<file path="src/rtl/td4_pkg.sv">
// Shared encodings for the TD4 run controller: FSM states, host commands, stop causes.
package td4_pkg;

  typedef enum logic [1:0] {
    ST_IDLE    = 2'b00,
    ST_RUN     = 2'b01,
    ST_STEP    = 2'b10,
    ST_STOPPED = 2'b11
  } state_t;

  typedef enum logic [1:0] {
    CMD_NOP  = 2'b00,
    CMD_RUN  = 2'b01,
    CMD_STEP = 2'b10,
    CMD_HALT = 2'b11
  } cmd_t;

  typedef enum logic [1:0] {
    CAUSE_NONE = 2'b00,
    CAUSE_HOST = 2'b01,
    CAUSE_BP   = 2'b10,
    CAUSE_LOOP = 2'b11
  } cause_t;

  localparam logic [3:0] OP_JMP = 4'b1111;

  // A jump-immediate whose target is its own address never leaves this instruction.
  function automatic logic is_self_loop(input logic [3:0] instr, input logic [3:0] im,
                                        input logic [3:0] adr);
    return (instr == OP_JMP) && (im == adr);
  endfunction

endpackage

</file>
<file path="src/rtl/td4_cyc_cnt.sv">
// Enabled, wrapping executed-instruction counter with asynchronous active-high reset.
module td4_cyc_cnt #(
  parameter int W = 8
) (
  input  logic         clk,
  input  logic         reset,
  input  logic         en,
  output logic [W-1:0] count
);

  always_ff @(posedge clk or posedge reset) begin
    if (reset) count <= '0;
    else if (en) count <= count + 1'b1;
  end

endmodule

</file>
<file path="src/rtl/td4_run_ctrl.sv">
// TD4 run controller: host RUN/STEP/HALT, self-loop stop, optional breakpoint.
// Optional breakpoint stop is built only when TD4_BREAKPOINT_EN is defined.
module td4_run_ctrl
  import td4_pkg::*;
#(
  parameter int CYC_W = 8
) (
  input  logic             clk,
  input  logic             reset,
  input  logic [1:0]       cmd,
  input  logic             cmd_valid,
  output logic             cmd_ready,
  input  logic [3:0]       adr,
  input  logic [3:0]       instr,
  input  logic [3:0]       im,
  input  logic [3:0]       bp_adr,
  output logic             cpu_en,
  output logic [1:0]       state,
  output logic [1:0]       stop_cause,
  output logic [CYC_W-1:0] cycles
);

  // Handshake: a command is consumed on a rising edge where cmd_valid && cmd_ready;
  // cmd_ready never depends on cmd_valid, and an unaccepted command has no effect.
  state_t state_q;
  cause_t cause_q;
  logic   in_run;
  logic   in_wait;
  logic   bp_hit;
  logic   self_loop;
  logic   cmd_acc;

  assign in_run  = (state_q == ST_RUN);
  assign in_wait = (state_q == ST_IDLE) || (state_q == ST_STOPPED);

`ifdef TD4_BREAKPOINT_EN
  logic bp_skip_q;

  // The breakpoint gates the current fetch, so it must act combinationally on adr.
  assign bp_hit = in_run && !bp_skip_q && (adr == bp_adr);

  always_ff @(posedge clk or posedge reset) begin
    if (reset) bp_skip_q <= 1'b0;
    else if (in_wait && cmd_valid && (cmd_t'(cmd) == CMD_RUN)) bp_skip_q <= 1'b1;
    else if (cpu_en) bp_skip_q <= 1'b0;
  end
`else
  logic unused_bp;
  assign unused_bp = ^bp_adr;
  assign bp_hit    = 1'b0;
`endif

  assign cpu_en     = (in_run && !bp_hit) || (state_q == ST_STEP);
  assign cmd_ready  = in_wait || (in_run && (cmd_t'(cmd) == CMD_HALT));
  assign cmd_acc    = cmd_valid && cmd_ready;
  assign self_loop  = cpu_en && is_self_loop(instr, im, adr);
  assign state      = state_q;
  assign stop_cause = cause_q;

  always_ff @(posedge clk or posedge reset) begin
    if (reset) begin
      state_q <= ST_IDLE;
      cause_q <= CAUSE_NONE;
    end else begin
      case (state_q)
        ST_IDLE, ST_STOPPED: begin
          if (cmd_acc && (cmd_t'(cmd) == CMD_RUN)) begin
            state_q <= ST_RUN;
            cause_q <= CAUSE_NONE;
          end else if (cmd_acc && (cmd_t'(cmd) == CMD_STEP)) begin
            state_q <= ST_STEP;
            cause_q <= CAUSE_NONE;
          end
        end
        ST_RUN: begin
          // Priority when several stop reasons coincide: breakpoint, self-loop, host.
          if (bp_hit) begin
            state_q <= ST_STOPPED;
            cause_q <= CAUSE_BP;
          end else if (self_loop) begin
            state_q <= ST_STOPPED;
            cause_q <= CAUSE_LOOP;
          end else if (cmd_acc) begin
            state_q <= ST_STOPPED;
            cause_q <= CAUSE_HOST;
          end
        end
        default: begin
          state_q <= ST_STOPPED;
          cause_q <= self_loop ? CAUSE_LOOP : CAUSE_NONE;
        end
      endcase
    end
  end

  td4_cyc_cnt #(.W(CYC_W)) u_cyc_cnt (
    .clk   (clk),
    .reset (reset),
    .en    (cpu_en),
    .count (cycles)
  );

endmodule

</file>
<file path="config.mk">
export PLATFORM = sky130hd
export DESIGN_NAME = td4_run_ctrl
export DESIGN_NICKNAME = d
export VERILOG_FILES = /design/src/rtl/td4_pkg.sv /design/src/rtl/td4_cyc_cnt.sv /design/src/rtl/td4_run_ctrl.sv
export SDC_FILE = /design/constraint.sdc
export NUM_CORES = 1
export LEC_CHECK = 0
export ABC_CLOCK_PERIOD_IN_PS = 1500
export CAP_MARGIN = 20
export CORE_ASPECT_RATIO = 1.4
export CORE_MARGIN = 2
export CORE_UTILIZATION = 35
export CTS_CLUSTER_SIZE = 40
export DETAILED_ROUTE_END_ITERATION = 6
export PLACE_DENSITY = 0.83
export SLEW_MARGIN = 10
export SYNTH_ARGS = -nofsm -noshare
export SYNTH_HDL_FRONTEND = slang
export SYNTH_SLANG_ARGS = --single-unit
</file>
<file path="constraint.sdc">
create_clock -name clk -period 1.5 [get_ports clk]
set_input_delay 0.3 -clock clk [delete_from_list [all_inputs] [get_ports clk]]
set_output_delay 0.3 -clock clk [all_outputs]
set_load 0.01 [all_outputs]
</file>
==> impl_results.md <==
- Commonest non-fill, non-tap cell in the layout: buf_4
- Post-Synthesis Cells: 67
- Crit-path max cell delay: 0.43 ns
- Hold_ws: 0.330 ns
- RSZ-0062 raised after global routing: yes
- Slowest stage cell, crit path: dfrtp_1
- Area growth syn-to-layout: 82.4%
- Worst-path cell chain: ha_4 > buf_6 > and4b_1 > a311oi_4 > nand2_1 > mux2i_1
- Leakage: 0.646 nW
- Dpl cells: 132
- Worst-path clk slew: 0.08 ns
- Total track usage: 18.3%
- TritonCTS clock tree: yes
- Drt drc: 0
- Initial DRC count: 3
- Ys Warns: 0
- CP max FO: 4
- Post-Route Utilization: 66.0%
- CTS Buf Count: 3
- Final worst slack: -0.225 ns
- FMAX: 0.580 GHz
- Clock root buffer: clkbuf_4
- Clock power frac: 11.6%
- Final period utilization: 115%
- Layout Cells excl Fill: 143
- VDD IR max: 0.00101 V
- Clock Latency Late Sink: 0.28 ns
- First-pass GRT wire length: 3310 um
- Syn_area_per_cell: 10.4 um2
- IO Port Bufs: 30
- Avg WL per Cell: 13.5 um
- DIE HEIGHT: 56.8 um
- Logic gate share of total power: 65.3%
- Register area share after synthesis: 43.1%
- Design area: 0.00127 mm2
- Post-Synthesis Cell Area: 697 um2
- Detail Route Antenna Nets: 0
- GRT overflow: 0
- Critical Path AT: 1.94 ns
- FF+latch count, synth: 12
- Worst slew pin tran: 0.484 ns
- Crit path capture type: flip-flop
- DP Area: 0.00114 mm2
- Clk buf depth: 2
- Detailed Routing Iterations Pass 1: 2
- Antenna cell count: 0
- Post-DP HPWL: 1390 um
- Status: complete, but fails checks
- Final slew viol count: 0
- Relative slew slack: 67.7%
- Min cycle time layout: 1.72 ns
- Startpoint types: flip-flop
- Most frequent cells in the layout: buf_4, clkdlybuf4s50_1, dfrtp_1
- CTS Sinks: 12
- Final Hold Vio Count: 0
- Int Power: 1.45 mW
- Antenna violations before repair: 0
- CORE AREA: 0.00193 mm2
- Crit path buf inv count: 1
- PD cells: 1800 mW/mm2
- Seq pwr share: 23.1%
- Syn Nets: 91
- Final Net Count: 147
- Largest net degree at the start of global routing: 13
- Die area: 0.00237 mm2
- Vias in the first global route: 754
- Ratio of cells with drive above 1 in the final layout: 33.6%
- WS Path Type: reg -> reg
- Final setup fails: 11
- Initial Utilization: 36.2%
- WL final: 1930 um
- Max-cap violations: 0
- H-tree levels: 1
- Fill cells: 158
- Cell family with most CP delay: flip-flops
- Average via count per standard cell: 5.13
- Final GP Congestion: 0.746
- Vias: 734
- Psw: 831 uW
- Synth unique cells: 25
- Violated checks: negative setup slack
- Row cnt: 19
- I/O pin count: 35
- Max Clock Skew: 0.0103 ns
- Die W: 41.7 um
- Min-Delay Path Class: in -> async
- Switching share of power: 36.4%
- Critical Path RT: 1.71 ns
- Hold Buf Count CTS: 0
-- sequential cells by signal, summed over array words and instances (netlist names) --
register / cells
stop_cause: 2
u_cyc_cnt.count: 8
state: 2
-- cells by family (layout without fill, tap and decap cells) --
| kind of cell | count (synthesis) | after routing | share of synthesized area, % |
|---|---|---|---|
| XOR/XNOR | 12 | 12 | 15.1 |
| flip-flops | 12 | 12 | 43.1 |
| AND/OR/NAND/NOR | 21 | 21 | 18.1 |
| adder cells (fa/ha/maj) | 3 | 3 | 5.39 |
| AO/OA/AOI/OAI | 10 | 10 | 10.4 |
| multiplexers | 2 | 2 | 3.05 |
| buffers and inverters | 7 | 62 | 4.85 |
-- final timing paths --
| path | from | to | slack (ns) | cells past startpoint |
|---|---|---|---|---|
| setup / recovery | state[1] | stop_cause[1] | -0.22 | 6 |
| hold / removal | reset | u_cyc_cnt.count[7] | 0.33 | 2 |
| setup reg to reg | state[1] | stop_cause[1] | -0.22 | 6 |
| hold reg to reg | u_cyc_cnt.count[7] | u_cyc_cnt.count[7] | 0.46 | 1 |
| max in group asynchronous | reset | u_cyc_cnt.count[2] | 0.83 | 2 |
| min in group clk | u_cyc_cnt.count[7] | u_cyc_cnt.count[7] | 0.46 | 1 |
-- what timing repair did --
item                       4_1_cts  5_1_grt
setup endpoints to repair       17       16
resized for setup               19       14
setup buffers                    5        2
pin swaps                        8        6
-- layout make-up --
type                            instances  area (um2)  share of cell area, %
Sequential cell                        12         300                   23.6
Timing Repair Buffer                   52         478                   37.6
Multi-Input combinational cell         48         405                   31.9
Tap cell                               21        26.3                   2.07
Inverter                                6        25.0                   1.97
Clock buffer                            4        36.3                   2.85
-- worst reg2reg max path: stages (launching register included) --
cell and delay, ns:
dfrtp_1 0.43, ha_4 0.29, buf_6 0.11, and4b_1 0.21, a311oi_4 0.37, nand2_1 0.10
mux2i_1 0.14
-- stage by stage --
step,setup WS (ns),power [mW],setup TNS [ns]
3_5_place_dp,-0.286,1.79,-1.54
6_report,-0.225,2.28,-1.37
3_3_place_gp,-0.242,1.76,-1.28
5_1_grt,-0.315,2.45,-2.30
4_1_cts,-0.186,2.13,-1.11
2_1_floorplan,-0.120,1.13,-0.464
-- Yosys cell counts --
library cell	n	share of area (%)
dfrtp_1	12	43
nand2_1	7	3.8
xnor2_1	7	8.8
inv_1	6	3.2
xor2_1	5	6.3
nand4_1	4	3.6
a21oi_1	3	2.2
ha_1	3	5.4
nor2_1	3	1.6
a31oi_1	2	1.8
a22o_1	1	1.3
a311oi_1	1	1.3
a311oi_2	1	2.2
and3_1	1	0.90
and3b_2	1	1.4
and4b_1	1	1.4
buf_6	1	1.6
mux2_2	1	1.6
mux2i_1	1	1.4
nand3_1	1	0.72
nor2b_1	1	0.90
nor3_1	1	0.72
nor4_4	1	3.1
o211ai_1	1	1.1
o21ai_0	1	0.72
-- power by group through the flow --
stage,combinational (mW),clock [mW],sequential (mW)
global placement,1.22,0,0.543
global route,1.62,0.287,0.547
CTS,1.34,0.266,0.528
finish,1.49,0.265,0.528
floorplan,0.512,0,0.616
detailed placement,1.25,0,0.545
-- routing by layer --
layer / track usage [%] / share of wire (%)
met1: 18.6 / 36
met5: 0 / 0
met4: 8.76 / 2.0
met3: 7.07 / 6.9
met2: 31.9 / 55
Note: power is estimated with default switching activity, not from simulation.
